`config.mk`:
```
export PLATFORM = sky130hd
export DESIGN_NAME = uart_tx_mmio_flat
export DESIGN_NICKNAME = d
export VERILOG_FILES = /design/src/rtl/uart_tx_mmio_pkg.sv /design/src/rtl/uart_tx_mmio_if.sv /design/src/rtl/uart_tx_mmio_tx_fifo.sv /design/src/rtl/uart_tx_mmio.sv /design/src/flat_wrapper.sv
export SDC_FILE = /design/constraint.sdc
export NUM_CORES = 1
export LEC_CHECK = 0
export CAP_MARGIN = 30
export CORE_MARGIN = 1
export CORE_UTILIZATION = 25
export DETAILED_ROUTE_END_ITERATION = 7
export GPL_TIMING_DRIVEN = 0
export SETUP_SLACK_MARGIN = 0.2
export SLEW_MARGIN = 25
export SYNTH_ARGS = -nofsm -noshare
export SYNTH_HDL_FRONTEND = slang
export SYNTH_SLANG_ARGS = --single-unit
```
`constraint.sdc`:
```
create_clock -name clock -period 3.1 [get_ports clock]
set_clock_uncertainty 0.2 [all_clocks]
set_input_delay 0.31 -clock clock [delete_from_list [all_inputs] [get_ports clock]]
set_output_delay 0.31 -clock clock [all_outputs]
set_load 0.02 [all_outputs]
```
`src/rtl/uart_tx_mmio_pkg.sv`:
```
// Shared constants for the memory-mapped UART transmitter: register offsets, status bit positions, FSM states.
// Build option UART_TX_PARITY_EN adds an even-parity bit between the data bits and the stop bit.
package uart_tx_mmio_pkg;

    localparam int UART_DATA_OFS = 0;
    localparam int UART_STAT_OFS = 1;

    localparam int STAT_EMPTY = 0;
    localparam int STAT_FULL  = 1;
    localparam int STAT_BUSY  = 2;
    localparam int STAT_OVF   = 3;

`ifdef UART_TX_PARITY_EN
    typedef enum logic [2:0] {
        ST_IDLE   = 3'd0,
        ST_START  = 3'd1,
        ST_DATA   = 3'd2,
        ST_PARITY = 3'd3,
        ST_STOP   = 3'd4
    } tx_state_t;
`else
    typedef enum logic [1:0] {
        ST_IDLE  = 2'd0,
        ST_START = 2'd1,
        ST_DATA  = 2'd2,
        ST_STOP  = 2'd3
    } tx_state_t;
`endif

    function automatic logic even_parity(input logic [7:0] b);
        return ^b;
    endfunction

endpackage

```
`src/rtl/uart_tx_mmio_if.sv`:
```
// CPU data-memory bus slice seen by the UART: address, store data/strobe and combinational load data.
interface uart_tx_mmio_if;
    logic [7:0] addr;
    logic [7:0] w_data;
    logic       w_en;
    logic [7:0] r_data;

    modport master (output addr, output w_data, output w_en, input r_data);
    modport slave  (input addr, input w_data, input w_en, output r_data);
endinterface

```
`src/rtl/uart_tx_mmio_tx_fifo.sv`:
```
// Small byte FIFO with wrap-bit pointers; read data is the entry at the read pointer, valid whenever not empty.
module tx_fifo #(
    parameter int DEPTH = 4,
    parameter int WIDTH = 8
) (
    input  logic             clock,
    input  logic             reset,
    input  logic             push,
    input  logic             pop,
    input  logic [WIDTH-1:0] din,
    output logic [WIDTH-1:0] dout,
    output logic             full,
    output logic             empty
);
    localparam int AW = $clog2(DEPTH);

    logic [AW:0]      wr_ptr_reg;
    logic [AW:0]      rd_ptr_reg;
    logic [WIDTH-1:0] mem [DEPTH];

    always_ff @(posedge clock or negedge reset) begin
        if (!reset) begin
            wr_ptr_reg <= '0;
            rd_ptr_reg <= '0;
        end else begin
            if (push) wr_ptr_reg <= wr_ptr_reg + 1'b1;
            if (pop)  rd_ptr_reg <= rd_ptr_reg + 1'b1;
        end
    end

    // Storage needs no reset: the pointers alone decide what is valid.
    always_ff @(posedge clock) begin
        if (push) mem[wr_ptr_reg[AW-1:0]] <= din;
    end

    assign dout  = mem[rd_ptr_reg[AW-1:0]];
    assign empty = (wr_ptr_reg == rd_ptr_reg);
    assign full  = (wr_ptr_reg[AW] != rd_ptr_reg[AW]) &&
                   (wr_ptr_reg[AW-1:0] == rd_ptr_reg[AW-1:0]);

endmodule

```
`src/rtl/uart_tx_mmio.sv`:
```
// Memory-mapped UART transmitter: DATA stores feed a FIFO, an FSM sends 8N1 (8E1 with UART_TX_PARITY_EN) LSB first.
// STATUS load returns {4'b0, ovf, busy, full, empty}; a STATUS store with bit 3 set clears the sticky overflow.
module uart_tx_mmio
    import uart_tx_mmio_pkg::*;
#(
    parameter int         CLK_DIV    = 16,
    parameter logic [7:0] BASE_ADDR  = 8'hF0,
    parameter int         FIFO_DEPTH = 4
) (
    input  logic           clock,
    input  logic           reset,
    uart_tx_mmio_if.slave  bus,
    output logic           tx,
    output logic           busy
);
    localparam logic [7:0] DATA_ADDR = 8'(BASE_ADDR + UART_DATA_OFS);
    localparam logic [7:0] STAT_ADDR = 8'(BASE_ADDR + UART_STAT_OFS);
    localparam int         CW        = $clog2(CLK_DIV);
    localparam logic [CW-1:0] CNT_MAX = CW'(CLK_DIV - 1);

    tx_state_t     state_reg, state_next;
    logic [CW-1:0] cnt_reg, cnt_next;
    logic [2:0]    bit_reg, bit_next;
    logic [7:0]    shift_reg, shift_next;
    logic          ovf_reg;
`ifdef UART_TX_PARITY_EN
    logic          parity_reg;
`endif

    logic       fifo_push, fifo_pop, fifo_full, fifo_empty;
    logic [7:0] fifo_dout;
    logic       data_wr, stat_wr, cnt_zero;

    assign data_wr  = bus.w_en && (bus.addr == DATA_ADDR);
    assign stat_wr  = bus.w_en && (bus.addr == STAT_ADDR);
    assign cnt_zero = (cnt_reg == '0);

    // A pop in the same cycle frees a slot, so a store to a full FIFO still lands.
    assign fifo_push = data_wr && (!fifo_full || fifo_pop);

    tx_fifo #(.DEPTH(FIFO_DEPTH), .WIDTH(8)) u_fifo (
        .clock (clock),
        .reset (reset),
        .push  (fifo_push),
        .pop   (fifo_pop),
        .din   (bus.w_data),
        .dout  (fifo_dout),
        .full  (fifo_full),
        .empty (fifo_empty)
    );

    always_ff @(posedge clock or negedge reset) begin
        if (!reset) begin
            ovf_reg <= 1'b0;
        end else if (stat_wr && bus.w_data[STAT_OVF]) begin
            ovf_reg <= 1'b0;
        end else if (data_wr && fifo_full && !fifo_pop) begin
            ovf_reg <= 1'b1;
        end
    end

    always_ff @(posedge clock or negedge reset) begin
        if (!reset) begin
            state_reg <= ST_IDLE;
            cnt_reg   <= '0;
            bit_reg   <= '0;
            shift_reg <= '0;
        end else begin
            state_reg <= state_next;
            cnt_reg   <= cnt_next;
            bit_reg   <= bit_next;
            shift_reg <= shift_next;
        end
    end

`ifdef UART_TX_PARITY_EN
    // Parity is taken from the whole byte before the shift register consumes it.
    always_ff @(posedge clock or negedge reset) begin
        if (!reset)        parity_reg <= 1'b0;
        else if (fifo_pop) parity_reg <= even_parity(fifo_dout);
    end
`endif

    always_comb begin
        state_next = state_reg;
        cnt_next   = cnt_reg;
        bit_next   = bit_reg;
        shift_next = shift_reg;
        fifo_pop   = 1'b0;
        case (state_reg)
            ST_IDLE: begin
                if (!fifo_empty) begin
                    fifo_pop   = 1'b1;
                    shift_next = fifo_dout;
                    cnt_next   = CNT_MAX;
                    state_next = ST_START;
                end
            end
            ST_START: begin
                if (cnt_zero) begin
                    cnt_next   = CNT_MAX;
                    bit_next   = 3'd0;
                    state_next = ST_DATA;
                end else begin
                    cnt_next = cnt_reg - 1'b1;
                end
            end
            ST_DATA: begin
                if (cnt_zero) begin
                    cnt_next = CNT_MAX;
                    if (bit_reg == 3'd7) begin
`ifdef UART_TX_PARITY_EN
                        state_next = ST_PARITY;
`else
                        state_next = ST_STOP;
`endif
                    end else begin
                        bit_next   = bit_reg + 3'd1;
                        shift_next = shift_reg >> 1;
                    end
                end else begin
                    cnt_next = cnt_reg - 1'b1;
                end
            end
`ifdef UART_TX_PARITY_EN
            ST_PARITY: begin
                if (cnt_zero) begin
                    cnt_next   = CNT_MAX;
                    state_next = ST_STOP;
                end else begin
                    cnt_next = cnt_reg - 1'b1;
                end
            end
`endif
            ST_STOP: begin
                if (cnt_zero) begin
                    // Chaining straight into the next start bit keeps back-to-back frames gap-free.
                    if (!fifo_empty) begin
                        fifo_pop   = 1'b1;
                        shift_next = fifo_dout;
                        cnt_next   = CNT_MAX;
                        state_next = ST_START;
                    end else begin
                        state_next = ST_IDLE;
                    end
                end else begin
                    cnt_next = cnt_reg - 1'b1;
                end
            end
            default: state_next = ST_IDLE;
        endcase
    end

    always_comb begin
        tx   = 1'b1;
        busy = (state_reg != ST_IDLE) || !fifo_empty;
        case (state_reg)
            ST_START:  tx = 1'b0;
            ST_DATA:   tx = shift_reg[0];
`ifdef UART_TX_PARITY_EN
            ST_PARITY: tx = parity_reg;
`endif
            default:   tx = 1'b1;
        endcase
    end

    always_comb begin
        bus.r_data = 8'h00;
        if (bus.addr == STAT_ADDR) begin
            bus.r_data[STAT_EMPTY] = fifo_empty;
            bus.r_data[STAT_FULL]  = fifo_full;
            bus.r_data[STAT_BUSY]  = busy;
            bus.r_data[STAT_OVF]   = ovf_reg;
        end
    end

endmodule

```
`src/flat_wrapper.sv`:
```
// flat-port wrapper written by rule: the top's interface ports become plain ports
module uart_tx_mmio_flat import uart_tx_mmio_pkg::*;
#(
    parameter int         CLK_DIV    = 16,
    parameter logic [7:0] BASE_ADDR  = 8'hF0,
    parameter int         FIFO_DEPTH = 4
)
  (clock, reset, tx, busy, bus_addr, bus_w_data, bus_w_en, bus_r_data);
  uart_tx_mmio_if bus_i ();
  input  logic clock;
  input  logic reset;
  output logic tx;
  output logic busy;
  input wire logic [$bits(bus_i.addr)-1:0] bus_addr;
  input wire logic [$bits(bus_i.w_data)-1:0] bus_w_data;
  input wire logic [$bits(bus_i.w_en)-1:0] bus_w_en;
  output wire logic [$bits(bus_i.r_data)-1:0] bus_r_data;
  assign bus_i.addr = bus_addr;
  assign bus_i.w_data = bus_w_data;
  assign bus_i.w_en = bus_w_en;
  assign bus_r_data = bus_i.r_data;
  uart_tx_mmio #(.CLK_DIV(CLK_DIV), .BASE_ADDR(BASE_ADDR), .FIFO_DEPTH(FIFO_DEPTH)) u_core (.clock(clock), .reset(reset), .bus(bus_i), .tx(tx), .busy(busy));
endmodule
```
# --- Word-level counts from Yosys, hierarchy flattened ---
# Memory sizes are Yosys's and may differ from the RTL's.
# Cells that the tools add are included.
word_totals:
  register_bits: 24
  elab_cells: 78
  memories: 1
  mem_bits_rw: 32
classes:
  n_addsub: 4
  muxes: 29
  n_eq_ne: 15
  reduce_logical: 22
memory_table:
  columns: ["memory", "depth", "word_bits", "rd", "rd_ports_with_merged_regs", "wr", "line_no", "text"]
  rows:
  - ["u_core.u_fifo.mem", 4, 8, 1, 0, 1, "uart_tx_mmio_tx_fifo.sv:19", "logic [WIDTH-1:0] mem [DEPTH];"]
op_table:
  columns: ["op", "n"]
  rows:
  - ["8-bit 2-to-1 mux", 4]
  - ["8-bit one-hot mux with 3 select lines", 1]
  - ["8-bit equality test, second input constant", 2]
  - ["4-bit 2-to-1 mux", 4]
  - ["4-bit one-hot mux with 3 select lines", 1]
  - ["2-bit 2-to-1 mux", 5]
  - ["3-bit by 1-bit adder with 3-bit output, second input constant", 3]
  - ["3-bit 2-to-1 mux", 3]
  - ["2-bit by 1-bit != test with 1-bit output, second input constant", 4]
  - ["2-bit one-hot mux with 4 select lines", 1]
  - ["4-bit AND reduction", 2]
  - ["1-bit logical AND", 7]
  - ["1-bit 2-to-1 mux", 7]
  - ["3-bit one-hot mux with 2 select lines", 1]
  - ["2-bit nonzero test", 3]
  - ["5-bit AND reduction", 1]
  - ["2-bit equality test, second input constant", 2]
  - ["4-bit logical NOT", 1]
  - ["2-bit != test, second input constant", 2]
  - ["1-bit one-hot mux with 2 select lines", 2]
  - ["4-bit by 1-bit subtractor with 4-bit output, second input constant", 1]
  - ["3-bit equality test", 1]
  - ["3-bit equality test, second input constant", 1]
  - ["1-bit logical NOT", 3]
  - ["other kinds (7)", 8]

# --- Depth between registers and ports, before layout ---
# Gate-level depths: netlist (run 1).
logic_depth:
  depth_word: 8
  depth_mapped: 7
  depth_no_buf: 6

# --- By module ---
# From an unflattened synthesis (run 1), not the netlist that was laid out.
unflattened:
  cells_unflattened: 201
  hier_area_um2: 2722.6
by_module_without_submodules:
  columns: ["mod", "area_each_um2", "instances", "cells_each"]
  rows:
  - ["tx_fifo", 1500.2, 1, 72]
  - ["uart_tx_mmio", 1222.4, 1, 129]

# --- Worst setup path after synthesis (run 1) ---
# OpenSTA, ideal clock, no wires.
synth_timing:
  path_type: "register to register"
  start: "register u_core.cnt_reg[0]"
  end: "memory u_core.u_fifo.mem[2][0], enable pin"
  arrival_ps: 1834
  path_buffers: 1
  setup_slack_ps: 735
  path_stages_with_launch: 8
  path_cell_list: "dfrtp_1 -> inv_1 -> ha_1 -> or3b_1 -> buf_6 -> o22ai_4 -> o211a_1 -> and2_1"
synth_via:
  elab_chain_cells: 7
synth_lines:
  columns: ["item", "line_no", "text"]
  rows:
  - ["start: declaration", "uart_tx_mmio.sv:22", "logic [CW-1:0] cnt_reg, cnt_next;"]
  - ["start signal: assignment", "uart_tx_mmio.sv:70", "cnt_reg <= cnt_next;"]
  - ["4-bit logical NOT", "uart_tx_mmio.sv:36", "assign cnt_zero = (cnt_reg == '0);"]
  - ["1-bit 2-to-1 mux", "uart_tx_mmio.sv:136", "if (cnt_zero) begin"]
  - ["1-bit one-hot mux with 2 select lines", "uart_tx_mmio.sv:90", "case (state_reg)"]
  - ["1-bit logical OR", "uart_tx_mmio.sv:39", "assign fifo_push = data_wr && (!fifo_full || fifo_pop);"]
  - ["1-bit logical AND", "uart_tx_mmio.sv:39", null]
  - ["1-bit 2-to-1 mux", "uart_tx_mmio_tx_fifo.sv:33", "if (push) mem[wr_ptr_reg[AW-1:0]] <= din;"]
  - ["1-bit 2-to-1 mux (not written as such)", "uart_tx_mmio_tx_fifo.sv:33", null]
  - ["end: declaration", "uart_tx_mmio_tx_fifo.sv:19", null]
# Every way passes these cells.

# --- Worst setup path in the final report (run 1) ---
layout_timing:
  start: "register u_core.state_reg[0]"
  end: "output port tx"
layout_via:
  elab_chain_cells: 2
layout_lines:
  columns: ["item", "line_no", "text"]
  rows:
  - ["start: declaration", "uart_tx_mmio.sv:21", "tx_state_t state_reg, state_next;"]
  - ["start signal: assignment", "uart_tx_mmio.sv:69", "state_reg <= state_next;"]
  - ["2-bit equality test / 2-bit by 1-bit equality test with 1-bit output (equally long branches)", "uart_tx_mmio.sv:157", "case (state_reg)"]
  - ["1-bit one-hot mux with 2 select lines *", "uart_tx_mmio.sv:157", null]
  - ["end: declaration", "flat_wrapper.sv:12", "output logic tx;"]
# Mark *: on every way between the ends. The rest lies on a longest branch, timed or not.

==> qor.csv, run 1 <==
stage,metric,value,unit
clocking,path_clk_slew,0.10,ns
timing,layout_setup_ws,0.367,ns
floorplan,die_w,107,um
yosys,yosysMostFrequentCell,edfxtp_1,
yosys,syn_area,2780,um2
placed_design,place_congestion,0.719,
timing,drv_slew,0,
yosys,syn_avg_cell_area,14.5,um2
critical_path,startpoint,u_core.state_reg[0],
floorplan,ioPinCount,29,
power,p_leak,1.31,nW
yosys,synth_common_cells,"edfxtp_1 (32), dfrtp_1 (24), ha_1 (12), inv_1 (10), nor2_1 (10)",
run_status,status,finished clean,
final_layout,fin_nets,259,
floorplan,num_rows,38,
floorplan,core,10800,um2
final_layout,drive_above_1_share,24.5,%
yosys,synth_area_leaders,"edfxtp_1 (35%), dfrtp_1 (22%), mux4_2 (6.5%)",
critical_path,crit_path_max_fanout,10,
floorplan,die-area,11500,um2
critical_path,r2r_start,u_core.state_reg[0],
yosys,async_flop_share,42.9,%
yosys,ys.flop_type,edfxtp_1,
final_layout,fillers,1105,
placed_design,portBuffers,24,
timing,period_share,88.2,%
yosys,synth_edf_count,32,
clocking,insertion_delay,0.32,ns
yosys,syn_inst,191,
yosys,ys_seq_area_share,56.2,%
routing,post_drt_wl_per_cell,13.1,um
grt,grtUsageTotal,9.44,%
final_layout,largest_register_ffs,32,
timing,tns,0,ns
routing,drt_wl_total,4.85,mm
timing,setup_viol,0,
clocking,clock_path_buffers,2,
grt,grt_max_degree,25,
power,clock_power_share,33.6,%
power,pwr-share-comb,5.2,%
final_layout,multi_input_area,1140,um2
power,switching_share,23.3,%
yosys,synth.largest_area_cell,edfxtp_1,
timing,rsz0062_at_grt,false,
timing,min_period,2.73,ns
clocking,cts.sinks,56,
placed_design,preCtsSetupSlack,0.279,ns
clocking,cts_tree,built,
floorplan,chipHeight,107,um
critical_path,cp.arrival,2.22,ns
timing,worst_slew_pin_slew,0.589,ns
worst_hold_path,hold_path_class,in2async,
final_layout,regArea,1560,um2
timing,clock.fmax,366,MHz
grt,grt_antenna_before_repair,0,
timing,hold_viol,0,
power,sequentialPowerShare,61.3,%
placed_design,dp_hpwl,3.36,mm
clocking,cts_root_buffer,clkbuf_8,
power,cellPowerDensity,387,nW/um2
clocking,h-tree-depth,2,
yosys,ys_seq_elements,56,
run,drv_cap,0,
routing,drtIter0Drc,85,
yosys,synth.distinct_cells,52,
critical_path,crit_required,2.59,ns
routing,drc_errors,0,
critical_path,start_kind,register,
routing,ant_nets,0,
yosys,yosysWarningCount,0,
routing,vias_per_cell,4.43,
final_layout,num_antenna_cells,0,
routing,vias,1636,
grt,grt_pass1_wl,8.36,mm
clocking,numCtsBuffers,5,
yosys,synth_top_area_share,34.6,%
power,net-switching-power,0.302,mW
critical_path,path_class,reg2out,
power,p_int,0.995,mW
grt,grt_pass1_vias,1674,
critical_path,worst_setup_path_end_kind,output port,
routing,first_pass_iters,4,
grt,grt.overflow.total,0,
floorplan,start_util,25.6,%
final_layout,area_growth,20.5,%
timing,max_slew_margin,60.2,%
power,ir_drop,0.000260,V
## through the flow
step | std cells | util [%] | hold WS (ns) | power (mW) | instance area, um2
finish | 369 | 30.9 | 0.306 | 1.30 | 3350
detailed placement | 358 | 29.5 | 0.144 | 0.876 | 3200
CTS | 369 | 30.7 | 0.307 | 1.32 | 3330
global placement | 358 | 29.6 | 0.283 | 0.876 | 3210
floorplan | 194 | - | -0.186 | 0.836 | 2790
global route | 369 | 30.9 | 0.336 | 1.36 | 3350
## final cells by class
cell class              instances  area share, %
well taps                     140           5.23
flip-flops and latches         56           46.6
clock buffers                   5           2.05
clock inverters                 3          0.859
inverters                      10           1.12
repair buffers                 27           7.84
plain buffers                  11           2.24
multi-input cells             117           34.0
## power by group through the flow
stage | logic (mW) | clock network, mW | registers (mW)
after floorplan | 0.0267 | 0 | 0.809
after global placement | 0.0657 | 0 | 0.810
after detailed placement | 0.0664 | 0 | 0.810
after CTS | 0.0682 | 0.457 | 0.794
after global routing | 0.0753 | 0.485 | 0.795
final | 0.0672 | 0.435 | 0.794
## per-layer routing
metal	up-vias	wire length (um)	part of all wire [%]	global-route usage, %
li1	788	-	-	-
met1	808	2120	44	11.4
met2	29	2450	51	16.0
met3	11	158	3.3	2.00
met4	0	125	2.6	4.40
met5	-	0	0	0
## cell families (layout without fill, tap and decap cells)
kind of cell	after synthesis	in the layout	share of synthesized area, %
and+or+nand+nor	36	36	7.88
DFF	56	56	56.2
buffers and inverters	21	56	3.87
muxes	25	25	14.3
AOI/OAI and AO/OA	33	33	10.0
adders and majority gates	12	12	5.40
xor gates and xnor gates	7	7	2.21
other	1	4	0.135
## cell usage in the layout (no fill, tap or decap), types with 7 or more instances in the layout
master,n
a21oi_1,7
inv_1,10
mux2_2,9
nor2_1,10
edfxtp_1,32
dfrtp_1,24
buf_4,7
clkdlybuf4s50_1,22
ha_1,12
mux4_2,8
mux2_4,7
## critical path, cell delays in order, from the launching register on
cell	delay (ns)
dfrtp_1	0.43
inv_1	0.16
ha_1	0.28
clkbuf_4	0.26
a21o_1	0.17
clkdlybuf4s50_1	0.61
## worst paths after layout
path,slack (ns),to,cells past startpoint
worst max-delay path,0.37,tx,5
worst min-delay path,0.31,u_core.cnt_reg[3],2
worst max register to register,0.51,u_core.u_fifo.mem[0][7],7
worst min register to register,0.31,u_core.u_fifo.wr_ptr_reg[2],1
max in group asynchronous,2.00,u_core.ovf_reg,2
min in group clock,0.31,u_core.u_fifo.wr_ptr_reg[2],1
## timing repair
item                       CTS  global route
hold endpoints to repair    24             0
hold buffers                 1             0
gates resized for setup      2             9
buffers inserted             2             0
setup endpoints to repair    4            28
pin swaps                    1             0
Power figures use the tool's default switching activity.
==> run 2, diff against run 1 <==
- MAX_ROUTING_LAYER: default -> met4
==> run 2 against run 1 <==
Against the previous run: sequential cell count is the same; global-route usage increased by 0.35 points; largest cell class unchanged; final area stayed put; total power increased by 0.16%; critical path depth did not move; routed wire length increased by 0.21%; combinational power about the same; first-iteration DRC count decreased by 7.1%; maximum frequency decreased by 0.32%.
==> qor.csv, run 2 (synthesis results as in run 1) <==
stage,metric,value,unit,change
run_status,status,finished clean,,
power,power,1.30,mW,+0.16%
clocking,path_clk_slew,0.11,ns,about the same
clocking,cts_root_buffer,clkbuf_8,,
grt,grt_antenna_before_repair,0,,unchanged
floorplan,num_rows,38,,unchanged
critical_path,start_kind,register,,
placed_design,preCtsSetupSlack,0.279,ns,unchanged
timing,layout_setup_ws,0.358,ns,-0.00865 ns
routing,first_pass_iters,5,,+1
timing,max_slew_margin,58.8,%,-1.4 points
clocking,insertion_delay,0.33,ns,about the same
critical_path,r2r_start,u_core.state_reg[0],,
critical_path,crit_required,2.59,ns,about the same
timing,clock.fmax,365,MHz,-0.32%
clocking,clock_path_buffers,2,,unchanged
floorplan,core,10800,um2,unchanged
power,ir_drop,0.000259,V,-0.31%
placed_design,dpl_cell_area,3200,um2,unchanged
floorplan,chipHeight,107,um,unchanged
floorplan,die_w,107,um,unchanged
placed_design,portBuffers,24,,unchanged
grt,grt_pass1_vias,1664,,-0.60%
routing,post_drt_wl_per_cell,13.2,um,+0.21%
run,drv_cap,0,,unchanged
timing,worst_slew_pin_slew,0.610,ns,+0.0208 ns
critical_path,path_delay_family,buffers and inverters,,
routing,drt_wl_total,4.86,mm,+0.21%
critical_path,r2r_setup_slack,0.52,ns,about the same
final_layout,fin_area,3350,um2,unchanged
routing,drc_errors,0,,unchanged
clocking,h-tree-depth,2,,unchanged
critical_path,path_class,reg2out,,
floorplan,ioPinCount,29,,unchanged
timing,rsz0062_at_grt,false,,
routing,ant_nets,0,,unchanged
critical_path,r2r.worst_path.cells,7,,unchanged
clocking,cts.sinks,56,,unchanged
timing,min_period,2.74,ns,+0.00865 ns
final_layout,drive_above_1_share,24.5,%,unchanged
final_layout,largest_register_ffs,32,,unchanged
grt,grt_max_degree,25,,unchanged
final_layout,area_growth,20.5,%,unchanged
worst_hold_path,hold_path_class,in2async,,
placed_design,dp_hpwl,3.36,mm,unchanged
floorplan,start_util,25.6,%,unchanged
power,p_leak,1.31,nW,unchanged
power,cellPowerDensity,388,nW/um2,+0.16%
critical_path,rr_endpoint,u_core.u_fifo.mem[0][7],,
grt,grt.overflow.total,0,,unchanged
routing,vias_per_cell,4.43,,about the same
timing,drv_slew,0,,unchanged
grt,grtUsageTotal,9.79,%,+0.35 points
final_layout,layout_commonest_cell,edfxtp_1,,
grt,grt_pass1_wl,8.38,mm,+0.34%
final_layout,fin_nets,259,,unchanged
routing,drtIter0Drc,79,,-7.1%
clocking,cts_tree,built,,
final_layout,final_cell_mix,"edfxtp_1 (32), dfrtp_1 (24), clkdlybuf4s50_1 (22)",,
critical_path,path_depth,5,,unchanged
timing,hold_viol,0,,unchanged
critical_path,crit_chain,"inv_1, ha_1, clkbuf_4, a21o_1, clkdlybuf4s50_1",,
floorplan,die-area,11500,um2,unchanged
timing,period_share,88.4,%,+0.28 points
critical_path,crit_path_max_fanout,10,,unchanged
critical_path,cp.arrival,2.23,ns,about the same
critical_path,worst_path_largest_cell_delay,0.61,ns,about the same
routing,vias,1635,,-0.061%
critical_path,worst_setup_path_end_kind,output port,,
placed_design,place_congestion,0.727,,+1.2%
final_layout,num_antenna_cells,0,,unchanged
timing,setup_viol,0,,unchanged
critical_path,worst-path-buf-inv,3,,unchanged
clocking,numCtsBuffers,5,,unchanged
critical_path,critical_path.slowest_cell,clkdlybuf4s50_1,,
timing,tns,0,ns,unchanged
## run 2: cell counts in the layout (fill, tap and decap cells not counted)
No cell type changed its count.
## run 2: through the flow
stage | util, % | hold WS [ns] | std cells
5_1_grt | 30.9 | 0.336 | 369
4_1_cts | 30.7 | 0.307 | 369
6_report | 30.9 | 0.306 | 369
3_5_place_dp | 29.5 | 0.144 | 358
3_3_place_gp | 29.6 | 0.283 | 358
2_1_floorplan | - | -0.186 | 194
## run 2: how the worst max path moves through the flow
stage	startpoint	to	slack, ns
6_report	u_core.state_reg[0]	tx	0.36
5_1_grt	u_core.state_reg[0]	tx	0.23
4_1_cts	u_core.state_reg[0]	bus_r_data[2]	0.23
3_5_place_dp	bus_addr[6]	u_core.u_fifo.mem[1][4]	0.28
3_3_place_gp	bus_addr[6]	u_core.u_fifo.mem[0][4]	0.31
2_1_floorplan	u_core.cnt_reg[0]	u_core.u_fifo.mem[2][0]	0.73
## run 2: worst register-to-register path: stages (launching register included)
cell and delay, ns:
dfrtp_1 0.43, inv_1 0.16, ha_1 0.25, clkbuf_1 0.24, nand2b_1 0.25, o22ai_4 0.18
o211a_1 0.26, and2_2 0.32
## run 2: power breakdown
part | switching (mW) | total, mW | internal (mW)
clock network | 0.266 | 0.438 | 0.171
logic | 0.0337 | 0.0669 | 0.0332
registers | 0.00407 | 0.794 | 0.790
total | 0.304 | 1.30 | 0.995
## run 2: layout make-up
class	count	area, um2
tap	140	175
inverter	10	37.5
clock inverter	3	28.8
multi-input combinational	117	1140
timing repair buffer	27	263
buffer	11	75.1
sequential	56	1560
clock buffer	5	68.8
fill	1105	7490
## run 2: metal layers
layer	track usage (%)	wire [um]	vias up
li1	-	-	791
met1	11.6	2120	812
met2	15.9	2480	21
met3	2.18	135	11
met4	4.40	130	0
met5	-	0	-
## run 2: repair_timing
| action | 4_1_cts | 5_1_grt |
|---|---|---|
| cloned | 0 | 0 |
| endpoints found under the setup margin | 4 | 28 |
| setup buffers | 2 | 0 |
| pin swaps | 1 | 0 |
| hold buffers | 1 | 0 |
| gates resized for setup | 2 | 9 |
| hold endpoints to repair | 24 | 0 |
==> run 3, diff against run 2 <==
- ABC_AREA: default -> 1
==> run 3 against run 2 <==
Against the previous run: clock power rose by 36%; die area rose by 3.0%; final area is 3.2% higher; synthesized cell count rose by 50%; combinational power rose to 22 times the previous value; register-to-register slack better by 0.07 ns; non-clock buffer count down 1; setup slack got worse by 0.012 ns; first-iteration DRC count fell by 2.5%.
==> qor.csv, run 3 <==
stage,metric,value,unit,change
clocking,cts.sinks,56,,unchanged
yosys,synth_edf_count,32,,unchanged
placed_design,place_congestion,0.761,,+4.6%
power,p_leak,1.42,nW,+8.4%
grt,grt_antenna_before_repair,0,,unchanged
floorplan,ioPinCount,29,,unchanged
routing,ant_nets,0,,unchanged
yosys,yosys.area_share.xor_xnor,1.57,%,-0.63 points
worst_hold_path,hold_path_class,reg2reg,,
grt,grt_pass1_vias,1908,,+15%
yosys,synth_fa_ha_area_share,5.24,%,-0.16 points
yosys,synth_compound_area_share,13.7,%,+3.7 points
routing,drt_wl_total,5.54,mm,+14%
placed_design,dp_hpwl,4.01,mm,+19%
grt,grtUsageTotal,10.3,%,+0.56 points
floorplan,start_util,26.1,%,+0.44 points
power,pwr-share-comb,48.1,%,+43 points
critical_path,crit_path_max_fanout,4,,-6
timing,rsz0062_at_grt,false,,
yosys,ys.flop_type,edfxtp_1,,
power,ir_drop,0.000268,V,+3.5%
timing,hold_viol,0,,unchanged
final_layout,regArea,1560,um2,unchanged
timing,min_period,2.75,ns,+0.0118 ns
final_layout,drive_above_1_share,14.2,%,-10 points
final_layout,final_cell_mix,"nand2_1 (48), inv_1 (32), edfxtp_1 (32)",,
yosys,synth.largest_area_cell,edfxtp_1,,
grt,grt_pass1_wl,9.09,mm,+8.5%
power,cellPowerDensity,886,nW/um2,+130%
placed_design,preCtsSetupSlack,0.123,ns,-0.156 ns
yosys,yosysWarningCount,0,,unchanged
clocking,numCtsBuffers,5,,unchanged
yosys,synth.distinct_cells,38,,-27%
yosys,synth_top_area_share,33.6,%,-1.0 points
timing,layout_setup_ws,0.346,ns,-0.0118 ns
clocking,h-tree-depth,2,,unchanged
placed_design,dp_cells,454,,+27%
yosys,synth_top_family_by_area,simple AND/OR/NAND/NOR gates,,
final_layout,fin_cells,463,,+25%
timing,clock.fmax,363,MHz,-0.43%
critical_path,start_kind,input port,,
run_status,status,finished clean,,
yosys,yosys-mux-area-fraction,0,%,-14 points
yosys,syn_area,2860,um2,+3.1%
yosys,ys_seq_area_share,54.5,%,-1.7 points
routing,vias,2030,,+24%
yosys,async_flop_share,42.9,%,unchanged
critical_path,cp.arrival,2.24,ns,about the same
floorplan,chipHeight,109,um,+1.5%
critical_path,worst-path-buf-inv,2,,-1
critical_path,cpMostUsedCell,clkdlybuf4s50_1,,
final_layout,largest_register_ffs,32,,unchanged
critical_path,crit_required,2.59,ns,about the same
routing,drtIter0Drc,77,,-2.5%
floorplan,die_w,109,um,+1.5%
power,p_int,1.81,mW,+82%
timing,worst_slew_pin_slew,0.814,ns,+0.205 ns
final_layout,area_growth,20.7,%,
clocking,path_clk_slew,0.08,ns,-0.03 ns
power,net-switching-power,1.25,mW,+310%
yosys,synth_common_cells,"nand2_1 (48), edfxtp_1 (32), inv_1 (32), nor2_1 (30), o21ai_0 (25)",,
timing,drv_slew,0,,unchanged
power,clock_power_share,19.4,%,-14 points
timing,setup_viol,0,,unchanged
power,switching_share,40.7,%,+17 points
yosys,synth_area_leaders,"edfxtp_1 (34%), dfrtp_1 (21%), nand2_1 (6.3%)",,
clocking,cts_tree,built,,
final_layout,fillers,1109,,+0.36%
final_layout,layout_commonest_cell,nand2_1,,
yosys,syn_inst,287,,+50%
timing,tns,0,ns,unchanged
final_layout,num_antenna_cells,0,,unchanged
routing,first_pass_iters,4,,-1
yosys,yosys.area_share.simple,17.3,%,+9.4 points
floorplan,die-area,11900,um2,+3.0%
floorplan,num_rows,38,,unchanged
critical_path,path_class,in2out,,
clocking,insertion_delay,0.30,ns,-0.03 ns
clocking,clock_path_buffers,2,,unchanged
floorplan,core,11000,um2,+1.3%
yosys,syn_avg_cell_area,9.98,um2,-31%
critical_path,worst_setup_path_end_kind,output port,,
grt,grt.overflow.total,0,,unchanged
yosys,ys_seq_elements,56,,unchanged
routing,post_drt_wl_per_cell,12.0,um,-9.1%
timing,max_slew_margin,45.5,%,-13 points
critical_path,critical_path.slowest_cell,clkdlybuf4s50_1,,
run,drv_cap,0,,unchanged
critical_path,worst_path_largest_cell_delay,0.64,ns,+0.03 ns
power,sequentialPowerShare,32.5,%,-29 points
clocking,cts_setup_buffers,0,,-2
critical_path,crit_chain,"clkdlybuf4s50_1, or2_2, nor3_2, nand2_1, nor3_1, clkdlybuf4s50_1",,
routing,drc_errors,0,,unchanged
final_layout,fin_nets,353,,+36%
routing,vias_per_cell,4.38,,-1.0%
placed_design,portBuffers,24,,unchanged
timing,hold_ws,0.305,ns,-0.000605 ns
timing,period_share,88.8,%,+0.38 points
critical_path,path_delay_family,buffers and inverters,,
yosys,yosysMostFrequentCell,nand2_1,,
clocking,cts_root_buffer,clkbuf_16,,
grt,grt_max_degree,25,,unchanged
final_layout,postLayoutCoreUtil,31.5,%,+0.57 points
final_layout,multi_input_area,1100,um2,-3.4%
-- run 3: cell count changes after synthesis, moves of 4 or more --
| cell | delta |
|---|---|
| nor2_1 | +20 |
| mux2_2 | -9 |
| o21ai_2 | +9 |
| inv_1 | +22 |
| and2_1 | -4 |
| nand2_1 | +44 |
| o22ai_1 | +6 |
| nand3_1 | +9 |
| xnor2_1 | -6 |
| mux4_2 | -8 |
| o21a_1 | +6 |
| o21ai_0 | +24 |
| mux2_4 | -7 |
-- run 3: metrics by stage --
stage | cell area [um2] | power, mW
detailed placement | 3290 | 2.49
global route | 3460 | 3.31
finish | 3460 | 3.06
global placement | 3290 | 2.46
CTS | 3450 | 3.09
floorplan | 2880 | 2.16
-- run 3: power by group through the flow --
stage	clock network [mW]	registers [mW]	logic, mW
global route	0.627	1.01	1.67
floorplan	0	0.994	1.16
finish	0.594	0.995	1.47
global placement	0	1.01	1.46
detailed placement	0	1.01	1.48
CTS	0.607	0.995	1.49
-- run 3: what timing repair did --
item / CTS / global route
hold buffers: 1 / 0
endpoints found under the hold margin: 24 / 0
resized for setup: 1 / 1
setup endpoints to repair: 1 / 2
-- run 3: worst min-delay path: cells and delay by family (launching register included) --
kind / cells / cell delay (ns)
AOI/OAI and AO/OA: 1 / 0.06
DFF: 1 / 0.36
and+or+nand+nor: 1 / 0.05
-- run 3: layout make-up --
type	instances	share of cell area, %
clock inverters	3	0.833
flip-flops and latches	56	45.2
well taps	140	5.07
plain buffers	12	2.50
multi-input cells	188	31.9
clock buffers	5	3.62
repair buffers	25	7.10
inverters	34	3.84
-- run 3: cells by family after synthesis --
logic type                 Yosys count
xor gates and xnor gates             3
DFF                                 56
AOI/OAI and AO/OA                   62
adders and majority gates           12
other                                1
and+or+nand+nor                    107
buffers and inverters               46
-- run 3: per-layer routing --
layer / part of all wire (%) / GRT usage (%)
met1: 46 / 12.5
met5: 0 / -
met4: 2.8 / 4.34
met3: 3.0 / 2.33
met2: 49 / 16.6
-- run 3: worst paths after layout --
check,start,endpoint,slack [ns],cells after the start
hold reg to reg,u_core.bit_reg[2],u_core.bit_reg[2],0.31,2
min in group asynchronous,reset,u_core.bit_reg[2],0.34,2
setup reg to reg,u_core.cnt_reg[0],u_core.u_fifo.mem[0][1],0.59,10
setup / recovery,bus_addr[3],bus_r_data[1],0.35,6
hold / removal,u_core.bit_reg[2],u_core.bit_reg[2],0.31,2
max in group asynchronous,reset,u_core.u_fifo.wr_ptr_reg[0],1.99,2
